$ cat src/rtl/sae_out_collector.sv
// Result collector behind the sae core: 8-deep FIFO toward a host valid/ready port.
// It also keeps sticky error and overflow flags and a count of delivered characters.
module sae_out_collector #(
  parameter int DEPTH = 8,
  parameter int CNT_W = 16,
  localparam int AW = $clog2(DEPTH)
) (
  input  logic             clk,
  input  logic             rst_n,
  input  logic [7:0]       sae_data,
  input  logic [1:0]       sae_ready,
  input  logic             sae_err_ptxt,
  input  logic             sae_err_key,
  input  logic             sae_err_ctxt,
  output logic [7:0]       out_data,
  output logic [1:0]       out_tag,
  output logic             out_valid,
  input  logic             out_ready,
  output logic [2:0]       err_status,
  output logic             overflow,
  input  logic             clr_status,
  output logic [AW:0]      fill,
  output logic [CNT_W-1:0] char_count
);

  logic [DEPTH-1:0][9:0] mem_q, mem_d;
  logic [AW-1:0]         wr_ptr_q, wr_ptr_d, rd_ptr_q, rd_ptr_d;
  logic [AW:0]           fill_q, fill_d;
  logic                  out_valid_q, out_valid_d;
  logic [7:0]            out_data_q, out_data_d;
  logic [1:0]            out_tag_q, out_tag_d;
  logic [CNT_W-1:0]      cnt_q, cnt_d;
  logic [2:0]            err_q, err_d;
  logic                  ovf_q, ovf_d;

  logic       wr_ev, rd_ev, full, push;
  logic [9:0] entry, head;

  always_comb begin
    wr_ev    = (sae_ready == 2'b01) || (sae_ready == 2'b10);
    rd_ev    = out_valid_q && out_ready;
    full     = (fill_q == (AW+1)'(DEPTH));
    push     = wr_ev && (!full || rd_ev);
    entry    = {sae_ready, sae_data};

    wr_ptr_d = wr_ptr_q + AW'(push);
    rd_ptr_d = rd_ptr_q + AW'(rd_ev);
    fill_d   = fill_q + (AW+1)'(push) - (AW+1)'(rd_ev);

    mem_d = mem_q;
    if (push) mem_d[wr_ptr_q] = entry;

    // Next head is the slot being written this cycle when the FIFO drains into it.
    head = (push && (rd_ptr_d == wr_ptr_q)) ? entry : mem_q[rd_ptr_d];
    out_valid_d = (fill_d != '0);
    {out_tag_d, out_data_d} = out_valid_d ? head : 10'd0;

    cnt_d = cnt_q + CNT_W'(rd_ev);
    err_d = (clr_status ? 3'b000 : err_q) | {sae_err_key, sae_err_ctxt, sae_err_ptxt};
    ovf_d = (clr_status ? 1'b0 : ovf_q) | (wr_ev && full && !rd_ev);
  end

  always_ff @(posedge clk or posedge rst_n) begin
    if (rst_n) begin
      mem_q       <= '0;
      wr_ptr_q    <= '0;
      rd_ptr_q    <= '0;
      fill_q      <= '0;
      out_valid_q <= 1'b0;
      out_data_q  <= '0;
      out_tag_q   <= '0;
      cnt_q       <= '0;
      err_q       <= '0;
      ovf_q       <= 1'b0;
    end else begin
      mem_q       <= mem_d;
      wr_ptr_q    <= wr_ptr_d;
      rd_ptr_q    <= rd_ptr_d;
      fill_q      <= fill_d;
      out_valid_q <= out_valid_d;
      out_data_q  <= out_data_d;
      out_tag_q   <= out_tag_d;
      cnt_q       <= cnt_d;
      err_q       <= err_d;
      ovf_q       <= ovf_d;
    end
  end

  assign out_data   = out_data_q;
  assign out_tag    = out_tag_q;
  assign out_valid  = out_valid_q;
  assign err_status = err_q;
  assign overflow   = ovf_q;
  assign fill       = fill_q;
  assign char_count = cnt_q;

endmodule

$ cat config.mk
export PLATFORM = sky130hd
export DESIGN_NAME = sae_out_collector
export DESIGN_NICKNAME = d
export VERILOG_FILES = /design/src/rtl/sae_out_collector.sv
export SDC_FILE = /design/constraint.sdc
export NUM_CORES = 1
export LEC_CHECK = 0
export ABC_AREA = 1
export CAP_MARGIN = 25
export CORE_MARGIN = 5
export CORE_UTILIZATION = 60
export DETAILED_ROUTE_END_ITERATION = 10
export GPL_TIMING_DRIVEN = 0
export HOLD_SLACK_MARGIN = 0.06
export PLACE_DENSITY = 0.94
export SETUP_SLACK_MARGIN = 0.15
export SYNTH_ARGS = -nofsm -noshare
export SYNTH_HDL_FRONTEND = slang
export SYNTH_SLANG_ARGS = --single-unit
$ cat constraint.sdc
create_clock -name clk -period 6.9 [get_ports clk]
set_input_delay 1.38 -clock clk [delete_from_list [all_inputs] [get_ports clk]]
set_output_delay 1.38 -clock clk [all_outputs]
set_load 0.02 [all_outputs]
; After elaboration in Yosys (flattened, before gate mapping)
; Index checks and enable logic that the tools add are counted.
[classes]
add_sub_neg = 5
multipliers = 0
div_mod_pow = 0
order_cmp = 3
n_eq_ne = 4
n_shift = 0
mux = 9
n_bitwise = 2
reduce_logical = 11
[op_table]
columns = operator, n
row1 = bitwise mux 80 bit, 1
row2 = 2-to-1 mux 10 bit, 4
row3 = binary-select mux 10 bit (select 3 bit), 1
row4 = demux 10 bit (select 3 bit), 1
row5 = adder 16 x 1 -> 16 bit, 1
row6 = "less-than comparator 3 x 4 -> 1 bit, second input constant", 2
row7 = adder 3 x 1 -> 3 bit, 2
row8 = logical AND 1 bit, 6
row9 = adder 4 x 1 -> 4 bit, 1
row10 = "== test 4 bit, second input constant", 1
row11 = nonzero test 4 bit, 1
row12 = subtractor 4 x 1 -> 4 bit, 1
row13 = == test 3 bit, 1
row14 = ">= comparator 3 x 1 -> 1 bit, second input constant", 1
row15 = 2-to-1 mux 3 bit, 1
row16 = bitwise OR 3 bit, 1
row17 = "== test 2 x 1 -> 1 bit, second input constant", 1
row18 = "== test 2 bit, second input constant", 1
row19 = logical NOT 1 bit, 2
row20 = logical OR 1 bit, 2
row21 = 2-to-1 mux 1 bit, 1
row22 = bitwise OR 1 bit, 1
[totals]
reg_bits = 121
latch_bits = 0
mem_bits_rw = 0
rom_bits = 0
in_bits = 17
out_inout_bits = 35
elab_cells = 51
mem_count = 0

; Logic depth before layout (Yosys ltp)
; Gate-level depths: netlist of the first run.
[depth]
word_depth = 8
ltp_mapped = 18
mapped_depth_nobuf = 15

; Worst setup path before layout of the first run
; OpenSTA, ideal clock, no wires.
[synth_timing]
kind = input to register
start = input sae_ready[0]
end = register out_tag_q[0], in the netlist out_tag[0]
setup_time_ns = 0.113
t_arrival_ns = 3.254
t_required_ns = 6.787
path_slack_ns = 3.533
cell_stages = 18
path_buffers = 3
cell_sequence = inv_1 > nand2_1 > nand2_2 > nand2_2 > inv_2 > buf_12 > buf_6 > nand2_1 > nand2_1 > ha_1 > inv_1 > fa_1 > inv_1 > nor2_1 > nand4_1 > buf_4 > nand2_1 > nor2_2
[synth_between]
elab_chain_len = 7
word_cells_on_any_way = 10
classes_between = add/sub (2) / eq/ne (2) / mux (2) / reduce/logical (4)
[synth_lines]
columns = element, line_no
row1 = start: declaration, 11  ; input logic [1:0] sae_ready,
row2 = == test 2 x 1 -> 1 bit / == test 2 bit (equally long branches), 40  ; wr_ev = (sae_ready == 2'b01) || (sae_ready == 2'b10);
row3 = logical OR 1 bit (*), 40
row4 = logical AND 1 bit (*), 43  ; push = wr_ev && (!full || rd_ev);
row5 = adder 4 x 1 -> 4 bit (*), 48  ; fill_d = fill_q + (AW+1)'(push) - (AW+1)'(rd_ev);
row6 = subtractor 4 x 1 -> 4 bit (*), 48
row7 = named net fill_d[1], 28  ; logic [AW:0] fill_q, fill_d;
row8 = nonzero test 4 bit (*), 55  ; out_valid_d = (fill_d != '0);
row9 = named net out_valid_d, 29  ; logic out_valid_q, out_valid_d;
row10 = 2-to-1 mux 10 bit (*), 56  ; {out_tag_d, out_data_d} = out_valid_d ? head : 10'd0;
row11 = named net out_tag_d[0], 31  ; logic [1:0] out_tag_q, out_tag_d;
row12 = end signal: assignment, 82  ; out_tag_q <= out_tag_d;
row13 = end: declaration, 31
; Mark *: on every way through the listed nets, which the timed path passes. The rest lies on a longest branch.
; A chain may end at the register's enable or synchronous reset.

; Worst setup path in the final report of the first run
[layout_timing]
start = input sae_ready[1]
end = register out_data_q[4], in the netlist out_data[4]
[layout_between]
elab_chain_len = 7
word_cells_on_any_way = 10
classes_between = add/sub (2) / eq/ne (2) / mux (2) / reduce/logical (4)
[layout_lines]
columns = element, line_no
row1 = == test 2 x 1 -> 1 bit / == test 2 bit (equally long branches), 40
row2 = logical OR 1 bit (*), 40
row3 = logical AND 1 bit (*), 43
row4 = adder 4 x 1 -> 4 bit (*), 48
row5 = subtractor 4 x 1 -> 4 bit (*), 48
row6 = named net fill_d[1], 28
row7 = nonzero test 4 bit (*), 55
row8 = named net out_valid_d, 29
row9 = 2-to-1 mux 10 bit (*), 56
row10 = named net out_data_d[4], 30  ; logic [7:0] out_data_q, out_data_d;
row11 = end signal: assignment, 81  ; out_data_q <= out_data_d;
row12 = end: declaration, 30
; Marked as above.

==> results of run 1 <==
power by group through the flow:
stage	combinational (mW)	clock, mW	sequential [mW]
2_1_floorplan	1.06	0	1.24
3_3_place_gp	1.55	0	1.18
3_5_place_dp	1.63	0	1.19
4_1_cts	1.68	0.938	1.20
5_1_grt	1.89	0.973	1.23
6_report	1.70	0.938	1.21
sequential cells by signal, summed over array words and instances, names as in the netlist:
name,cells
char_count,16
err_status,3
fill,4
mem_q,80
out_data,8
out_tag,2
out_valid,1
overflow,1
rd_ptr_q,3
wr_ptr_q,3
path summary, 6_finish.rpt:
path | start | endpoint | slack (ns) | cells after the start
setup / recovery | sae_ready[1] | out_data[4] | 2.89 | 19
hold / removal | mem_q[27] | mem_q[27] | 0.49 | 2
setup reg to reg | fill[2] | out_data[4] | 4.02 | 18
hold reg to reg | mem_q[27] | mem_q[27] | 0.49 | 2
max in group asynchronous | rst_n | mem_q[20] | 4.80 | 3
min in group asynchronous | rst_n | char_count[14] | 1.32 | 2
stage by stage:
step	power, mW	setup WS (ns)
5_1_grt	4.099	2.723
6_report	3.843	2.890
4_1_cts	3.811	2.913
2_1_floorplan	2.299	2.306
3_3_place_gp	2.733	0.9001
3_5_place_dp	2.823	2.439
cell families (layout without fill, tap and decap cells):
family / after synthesis / in the layout / synth area share, %
fa+ha+maj: 11 / 11 / 2.518
buf+inv: 90 / 174 / 8.011
simple gates: 371 / 371 / 27.10
flops: 121 / 121 / 52.54
compound gates: 87 / 87 / 7.707
xor+xnor: 14 / 14 / 2.128
cell type report:
cell class,instances,share of cell area (%)
plain buffers,36,3.653
clock buffers,18,6.036
clock inverters,14,2.771
inverters,54,2.894
multi-input cells,483,32.07
flip-flops and latches,121,42.71
well taps,129,2.277
repair buffers,52,7.589
cell usage after synthesis (all sizes together):
master	instances
nor3	5
nand4	13
nand2	275
ha	10
xnor2	3
dfrtp	121
clkbuf	7
nand3	50
o22ai	1
o21ai	82
inv	54
xor2	11
o21bai	3
nor2	28
a21oi	1
fa	1
buf	29
worst max-delay path, delay by kind of cell:
| kind | cells | cell delay, ns |
|---|---|---|
| simple gates | 9 | 0.78 |
| fa+ha+maj | 2 | 0.69 |
| buf+inv | 8 | 1.58 |
layer usage:
layer  vias to the layer above  track usage, %  part of all wire [%]  wire length, um
met4                         0           16.05                   5.2              831
met3                        77           8.239                   8.2             1317
met2                       281           48.22                    49             7781
met5                         -               0                     0                0
met1                      2439           34.90                    38             6068
li1                       2343               -                     -                -
==> reports/qor.yml, run 1 <==
run_status:
  outcome: "complete, no violations"
logic_synthesis:
  synth_area_leaders: "dfrtp_1, nand2_1, o21ai_0, nand3_1, inv_1"
  synthesis.nets: 722
  syn_area_per_cell_um2: 8.304
  syn_area_mm2: 0.005763
  synth_top_area_share_pct: 52.54
  synth_top_area_cell: "dfrtp_1"
  synth_cell_types: 28
  synth_seq_area_share_pct: 52.54
  yosysWarnings: 0
  ys_ff_latch: 121
  synth_cells: 694
final_layout:
  fin_area_mm2: 0.007089
  final_cell_count_no_fill: 907
  drive_gt1_share_pct: 9.640
  final_cell_mix: "nand2_1, dfrtp_1, o21ai_0"
  seqCellArea_mm2: 0.003028
  nFillCells: 605
  nets: 793
  layout_commonest_cell: "nand2_1"
  diodes: 0
  area_growth_pct: 23.01
  multi_input_area_mm2: 0.002273
  final_util_pct: 76.36
routing:
  dr.pass1.iters: 6
  finalWirelength_mm: 16.00
  ant_nets: 0
  drc: 0
  routed_via_density: 5.667
  wl_per_cell_um: 17.64
  drtIter0Drc: 601
  vias: 5140
setup_path:
  crit_required_ns: 7.32
  critPathMaxStageDelay_ns: 0.60
  start_kind: "input pin"
  cp-end-kind: "flip-flop"
  path_max_fanout: 10
  crit_chain: "clkdlybuf4s50_1 -> inv_2 -> nand2_1 -> nand2_2 -> nand2_2 -> inv_2 -> buf_12 -> buf_6 -> nand2_1 -> nand2_1 -> ha_1 -> inv_1 -> fa_1 -> inv_1 -> nor2_1 -> nand4_1 -> buf_4 -> nand2_1 -> nor2_1"
  cp_common_cell: "nand2_1"
  critPathKind: "in -> reg"
  worstPathArrival_ns: 4.43
  cp_slowest_cell: "clkdlybuf4s50_1"
power_and_ir_drop:
  seqPwrFrac_pct: 31.4
  powerDensity_mw_per_mm2: 542.1
  p_clk_share_pct: 24.4
  total_leakage_power_nw: 3.601
  power.internal_mw: 2.224
  p_comb_share_pct: 44.2
  power_switching_mw: 1.619
  p_sw_share_pct: 42.13
  ir_worst_vdd_v: 0.0003021
timing:
  final.min_clock_period_ns: 4.010
  slew_violations: 0
  whs_ns: 0.4889
  skew_ns: 0.01015
  timing.fmax_ghz: 0.2494
  tightestPinTransition_ns: 0.7391
  rsz0062_at_grt: "no"
  hold_violations: 0
  tns_ns: 0
  setup_viol: 0
  fin_crit_sh_pct: 58.12
  slew_headroom_pct: 50.72
clocking:
  cts.sinks: 121
  clkTransAtPathRegs_ns: 0.06
  numCtsBuffers: 17
  cts.repair.resized: 0
  htreeDepth: 4
  cts_tree: "done"
  cts_setup_buffers: 0
  clockBufferDepth: 2
  clk_latency_ns: 0.53
  ctsHoldBuffers: 0
  cts_root_buf: "clkbuf_8"
placed_design:
  place_area_mm2: 0.006465
  gp_congestion: 0.9836
  dp.cells: 875
  dp_hpwl_mm: 10.27
  portBuffers: 51
global_routing:
  grt_use_total_pct: 29.32
  grt_pass1_vias: 5316
  antenna_found_initial: 0
  grt_start_max_net_pins: 64
  grt_pass1_wl_mm: 26.24
  overflow: 0
die:
  die_w_um: 108.0
  initial_core_util_pct: 62.08
  rows: 35
  die_h_um: 108.0
  dieArea_mm2: 0.01167
  coreArea_mm2: 0.009284
  io_pins: 52
run:
  maxCapViolCount: 0
worst_hold_path:
  min_path_type: "reg -> reg"
Power figures use the tool's default switching activity.
==> inputs of run 2 (changes only) <==
--- a/config.mk
+++ b/config.mk
@@ -8,11 +8,11 @@
 export ABC_AREA = 1
 export CAP_MARGIN = 25
 export CORE_MARGIN = 5
-export CORE_UTILIZATION = 60
+export CORE_UTILIZATION = 52
 export DETAILED_ROUTE_END_ITERATION = 10
 export GPL_TIMING_DRIVEN = 0
 export HOLD_SLACK_MARGIN = 0.06
-export PLACE_DENSITY = 0.94
+export PLACE_DENSITY = 0.87
 export SETUP_SLACK_MARGIN = 0.15
 export SYNTH_ARGS = -nofsm -noshare
 export SYNTH_HDL_FRONTEND = slang
==> constraint.sdc (replaced) <==
create_clock -name clk -period 3.45 [get_ports clk]
set_input_delay 0.69 -clock clk [delete_from_list [all_inputs] [get_ports clk]]
set_output_delay 0.69 -clock clk [all_outputs]
set_load 0.02 [all_outputs]
==> run 2 against run 1 <==
  * Setup slack worse by 2.5 ns
  * Clock skew is 0.0017 ns lower
  * Combinational power increased by 97%
  * Clock power rose by 89%
  * Non-clock buffer count grew 2
  * Global-route usage shrank 5.2 points
  * Sequential cell count unchanged
  * Routed wire length down 6.1%
  * Power increased by 96%
  * First-iteration DRC count fell by 2.7%
  * Highest routed layer unchanged
==> reports/qor.yml, run 2 (same netlist as run 1, synthesis figures left out) <==
setup_path:
  r2r-start: "fill[2]"
  cp_common_cell: "nand2_1"
  crit_family: "buffers and inverters"
  worst-path-buf-inv: 8
  crit_path_start: "sae_ready[1]"
  critPathKind: "in -> reg"
  crit_cells: 19
  ff2ff_path_depth: 18
  ff2ff_setup_slack_ns: 0.62
  start_kind: "input pin"
  crit_required_ns: 3.86
  path_max_fanout: 10
  critPathMaxStageDelay_ns: 0.48
  crit_chain: "dlygate4sd2_1 -> inv_2 -> nand2_1 -> nand2_2 -> nand2_2 -> inv_2 -> buf_12 -> buf_6 -> nand2_1 -> nand2_1 -> ha_1 -> inv_1 -> fa_1 -> inv_1 -> nor2_1 -> nand4_1 -> buf_4 -> nand2_1 -> nor2_1"
  cp_slowest_cell: "fa_1"
  worstPathArrival_ns: 3.45
  cp-end-kind: "flip-flop"
  worstReg2RegEnd: "out_data[0]"
global_routing:
  overflow: 0
  grt_pass1_vias: 4962
  grt_start_max_net_pins: 44
  grt_pass1_wl_mm: 24.93
  grt_use_total_pct: 24.13
  antenna_found_initial: 0
run:
  maxCapViolCount: 0
final_layout:
  nFillCells: 826
  nets: 795
  largest_reg_flops: 80
  layout_commonest_cell: "nand2_1"
  multi_input_area_mm2: 0.002273
  final_cell_mix: "nand2_1, dfrtp_1, o21ai_0"
  diodes: 0
  largest-register: "mem_q"
  seqCellArea_mm2: 0.003028
  drive_gt1_share_pct: 9.628
  final_cell_count_no_fill: 919
  area_growth_pct: 23.34
timing:
  final.min_clock_period_ns: 3.044
  skew_ns: 0.008398
  timing.fmax_ghz: 0.3285
  tightestPinTransition_ns: 0.5351
  slew_violations: 0
  setup_viol: 0
  whs_ns: 0.4876
  rsz0062_at_grt: "no"
  slew_headroom_pct: 64.33
  hold_violations: 0
  fin_crit_sh_pct: 88.24
routing:
  dr_wl_met2_mm: 7.458
  top_layer_used: "met4"
  routed_via_density: 5.432
  ant_nets: 0
  dr_wl_met3_mm: 1.065
  dr.pass1.iters: 5
  met1_length_mm: 6.101
  vias: 4992
  finalWirelength_mm: 15.02
  drtIter0Drc: 585
  drc: 0
  wl_per_cell_um: 16.34
die:
  die_w_um: 115.3
  die_h_um: 115.3
  rows: 38
  io_pins: 52
  coreArea_mm2: 0.01084
  initial_core_util_pct: 53.16
  dieArea_mm2: 0.01329
clocking:
  cts_tree: "done"
  cts_root_buf: "clkbuf_8"
  htreeDepth: 4
  clkTransAtPathRegs_ns: 0.05
  clockBufferDepth: 2
  clk_latency_ns: 0.52
  cts.sinks: 121
  numCtsBuffers: 17
power_and_ir_drop:
  ir_worst_vdd_v: 0.0005578
  powerDensity_mw_per_mm2: 1057
  total_leakage_power_nw: 3.618
run_status:
  outcome: "complete, no violations"
placed_design:
  portBuffers: 51
  gp_congestion: 0.9752
  dp.cells: 888
  dp_hpwl_mm: 10.17
worst_hold_path:
  min_path_type: "reg -> reg"
  worstHoldStart: "mem_q[15]"
  hold_path_end: "mem_q[15]"
  hold_depth: 2
## run 2: how the worst max path moves through the flow
stage / endpoint / slack [ns]
after global placement: out_data[7] / -0.26
final: out_data[0] / 0.41
after detailed placement: out_data[7] / -0.33
after CTS: out_data[7] / 0.21
after global routing: out_data[0] / 0.21
after floorplan: out_tag[0] / 0.77
## run 2: power breakdown
group	switching, mW	internal [mW]
clock network	0.601	1.17
logic	2.12	1.22
registers	0.372	2.03
total	3.10	4.42
## run 2: tightest hold or removal path, delay by kind of cell, from the launching register on
family,cells,cell delay (ns)
simple gates,1,0.05
compound gates,1,0.06
flops,1,0.34
## run 2: per-stage QoR
| stage | utilization (%) | setup TNS [ns] | area [um^2] | power [mW] | setup WS (ns) |
|---|---|---|---|---|---|
| after floorplan | - | 0 | 5767 | 4.598 | 0.7729 |
| after global placement | 59.52 | -2.480 | 6452 | 5.491 | -0.2611 |
| after detailed placement | 60.08 | -3.264 | 6513 | 5.630 | -0.3333 |
| after CTS | 65.55 | 0 | 7106 | 7.469 | 0.2099 |
| after global routing | 65.57 | 0 | 7108 | 8.029 | 0.2075 |
| final | 65.57 | 0 | 7108 | 7.516 | 0.4058 |
## run 2: final cells by class
class,instances,share of cell area [%]
plain buffers,36,3.644
clock buffers,23,6.707
clock inverters,8,1.655
inverters,54,2.904
multi-input cells,483,31.98
flip-flops and latches,121,42.60
well taps,140,2.464
repair buffers,54,8.044
## run 2: per-layer routing
| metal | up-vias | global-route usage [%] |
|---|---|---|
| li1 | 2349 | - |
| met1 | 2382 | 30.87 |
| met2 | 227 | 40.24 |
| met3 | 34 | 5.053 |
| met4 | 0 | 9.624 |
| met5 | - | 0 |
## run 2: timing repair
item,in CTS,in global routing
endpoints found under the setup margin,9,9
buffers inserted,0,0
cloned,0,0
hold buffers,0,0
resized for setup,1,2
==> inputs of run 3 (changes only) <==
--- a/config.mk
+++ b/config.mk
@@ -6,13 +6,13 @@
 export NUM_CORES = 1
 export LEC_CHECK = 0
 export ABC_AREA = 1
-export CAP_MARGIN = 25
 export CORE_MARGIN = 5
 export CORE_UTILIZATION = 52
 export DETAILED_ROUTE_END_ITERATION = 10
 export GPL_TIMING_DRIVEN = 0
 export HOLD_SLACK_MARGIN = 0.06
 export PLACE_DENSITY = 0.87
+export RECOVER_POWER = 50
 export SETUP_SLACK_MARGIN = 0.15
 export SYNTH_ARGS = -nofsm -noshare
 export SYNTH_HDL_FRONTEND = slang
==> run 3 against run 2 <==
  * The run now ends with capacitance limit, slew limit left
  * Maximum frequency is 2.9% lower
  * Critical path type unchanged
  * Combinational power down 1%
  * Non-clock buffer count unchanged
==> reports/qor.yml, run 3 (same netlist as run 1, synthesis figures left out) <==
run:
  maxCapViolCount: 2
setup_path:
  critPathKind: "in -> reg"
  cp-end-kind: "flip-flop"
  worstPathArrival_ns: 3.55
  crit_path_start: "sae_ready[1]"
  r2r-start: "fill[2]"
  start_kind: "input pin"
  crit_required_ns: 3.86
  path_max_fanout: 10
clocking:
  numCtsBuffers: 17
  htreeDepth: 4
  clkTransAtPathRegs_ns: 0.05
  cts_setup_buffers: 0
  cts_root_buf: "clkbuf_8"
  cts.sinks: 121
  clockBufferDepth: 2
  cts_tree: "done"
  clk_latency_ns: 0.53
global_routing:
  overflow: 0
  grt_use_total_pct: 24.50
  grt_start_max_net_pins: 44
  grt_pass1_wl_mm: 25.25
  antenna_found_initial: 0
  grt_pass1_vias: 5035
placed_design:
  gp_congestion: 0.9752
  portBuffers: 51
  place_area_mm2: 0.006513
  dp_hpwl_mm: 10.20
timing:
  fin_crit_sh_pct: 90.90
  skew_ns: 0.006253
  final.min_clock_period_ns: 3.136
  setup_viol: 0
  slew_violations: 77
  rsz0062_at_grt: "no"
  timing.fmax_ghz: 0.3189
  hold_violations: 0
  tightestPinTransition_ns: 1.872
  slew_headroom_pct: -24.82
die:
  io_pins: 52
  initial_core_util_pct: 53.16
  rows: 38
  die_w_um: 115.3
  dieArea_mm2: 0.01329
  die_h_um: 115.3
  coreArea_mm2: 0.01084
power_and_ir_drop:
  total_leakage_power_nw: 3.610
  powerDensity_mw_per_mm2: 1071
  ir_worst_vdd_v: 0.0005862
  fin_total_pwr_mw: 7.594
final_layout:
  nets: 795
  largest_reg_flops: 80
  fin_area_mm2: 0.007091
  largest-register: "mem_q"
  area_growth_pct: 23.04
  diodes: 0
  layout_commonest_cell: "nand2_1"
  drive_gt1_share_pct: 8.729
  final_cell_mix: "nand2_1, dfrtp_1, o21ai_0"
  final_util_pct: 65.41
routing:
  ant_nets: 0
  dr.pass1.iters: 7
  drc: 0
  wl_per_cell_um: 16.63
  finalWirelength_mm: 15.28
  vias: 5051
  drtIter0Drc: 585
  routed_via_density: 5.496
run_status:
  violations: "capacitance limit, slew limit"
  outcome: "finished, violations left"
worst_hold_path:
  worstHoldStart: "mem_q[70]"
  min_path_type: "reg -> reg"
run 3: worst paths after layout:
check / to / cells after the start / slack [ns]
hold reg to reg: mem_q[70] / 2 / 0.49
hold / removal: mem_q[70] / 2 / 0.49
setup reg to reg: out_data[0] / 18 / 0.56
setup / recovery: out_data[0] / 19 / 0.31
min in group asynchronous: char_count[13] / 2 / 0.65
max in group asynchronous: out_data[7] / 3 / 0.69
run 3: report_power, final:
part	internal, mW	switching [mW]	total, mW
combinational	1.21	2.10	3.31
sequential	2.03	0.376	2.41
clock	1.26	0.610	1.87
run 3: worst max-delay path: stages:
cell and delay, ns:
dlygate4sd2_1 0.36, inv_2 0.20, nand2_1 0.07, nand2_1 0.16
nand2_2 0.07, inv_1 0.16, buf_12 0.18, buf_6 0.14
nand2_1 0.06, nand2_1 0.09, ha_1 0.19, inv_1 0.06
fa_1 0.48, inv_1 0.06, nor2_1 0.10, nand4_1 0.15
buf_4 0.21, nand2_1 0.07, nor2_1 0.05
run 3: per-stage QoR:
| stage | hold WS [ns] | worst slack, ns | TNS (ns) | cells |
|---|---|---|---|---|
| after floorplan | 0.4529 | 0.7729 | 0 | 694 |
| after global placement | 0.4653 | -0.2611 | -2.480 | 885 |
| after detailed placement | 0.4732 | -0.3530 | -3.483 | 888 |
| after CTS | 0.4864 | 0.2033 | 0 | 919 |
| after global routing | 0.4944 | 0.1305 | 0 | 919 |
| final | 0.4870 | 0.3138 | 0 | 919 |
run 3: repair_timing:
action                                  4_1_cts  5_1_grt
hold endpoints to repair                      0        0
endpoints found under the setup margin        4        9
hold buffers                                  0        0
gates cloned                                  0        0
gates resized for setup                       1        2
run 3: layout make-up:
class,instances,area (um^2)
flip-flops and latches,121,3028
well taps,140,175.2
repair buffers,54,548.0
multi-input cells,483,2263
inverters,54,203.9
clock buffers,24,490.5
plain buffers,36,244.0
fillers,839,3750
clock inverters,7,137.6
run 3: routing by layer:
| layer | wire, um | global-route usage [%] | part of all wire [%] |
|---|---|---|---|
| met1 | 6098 | 30.68 | 40 |
| met2 | 7509 | 41.59 | 49 |
| met3 | 1147 | 4.579 | 7.5 |
| met4 | 524 | 10.56 | 3.4 |
| met5 | 0 | 0 | 0 |
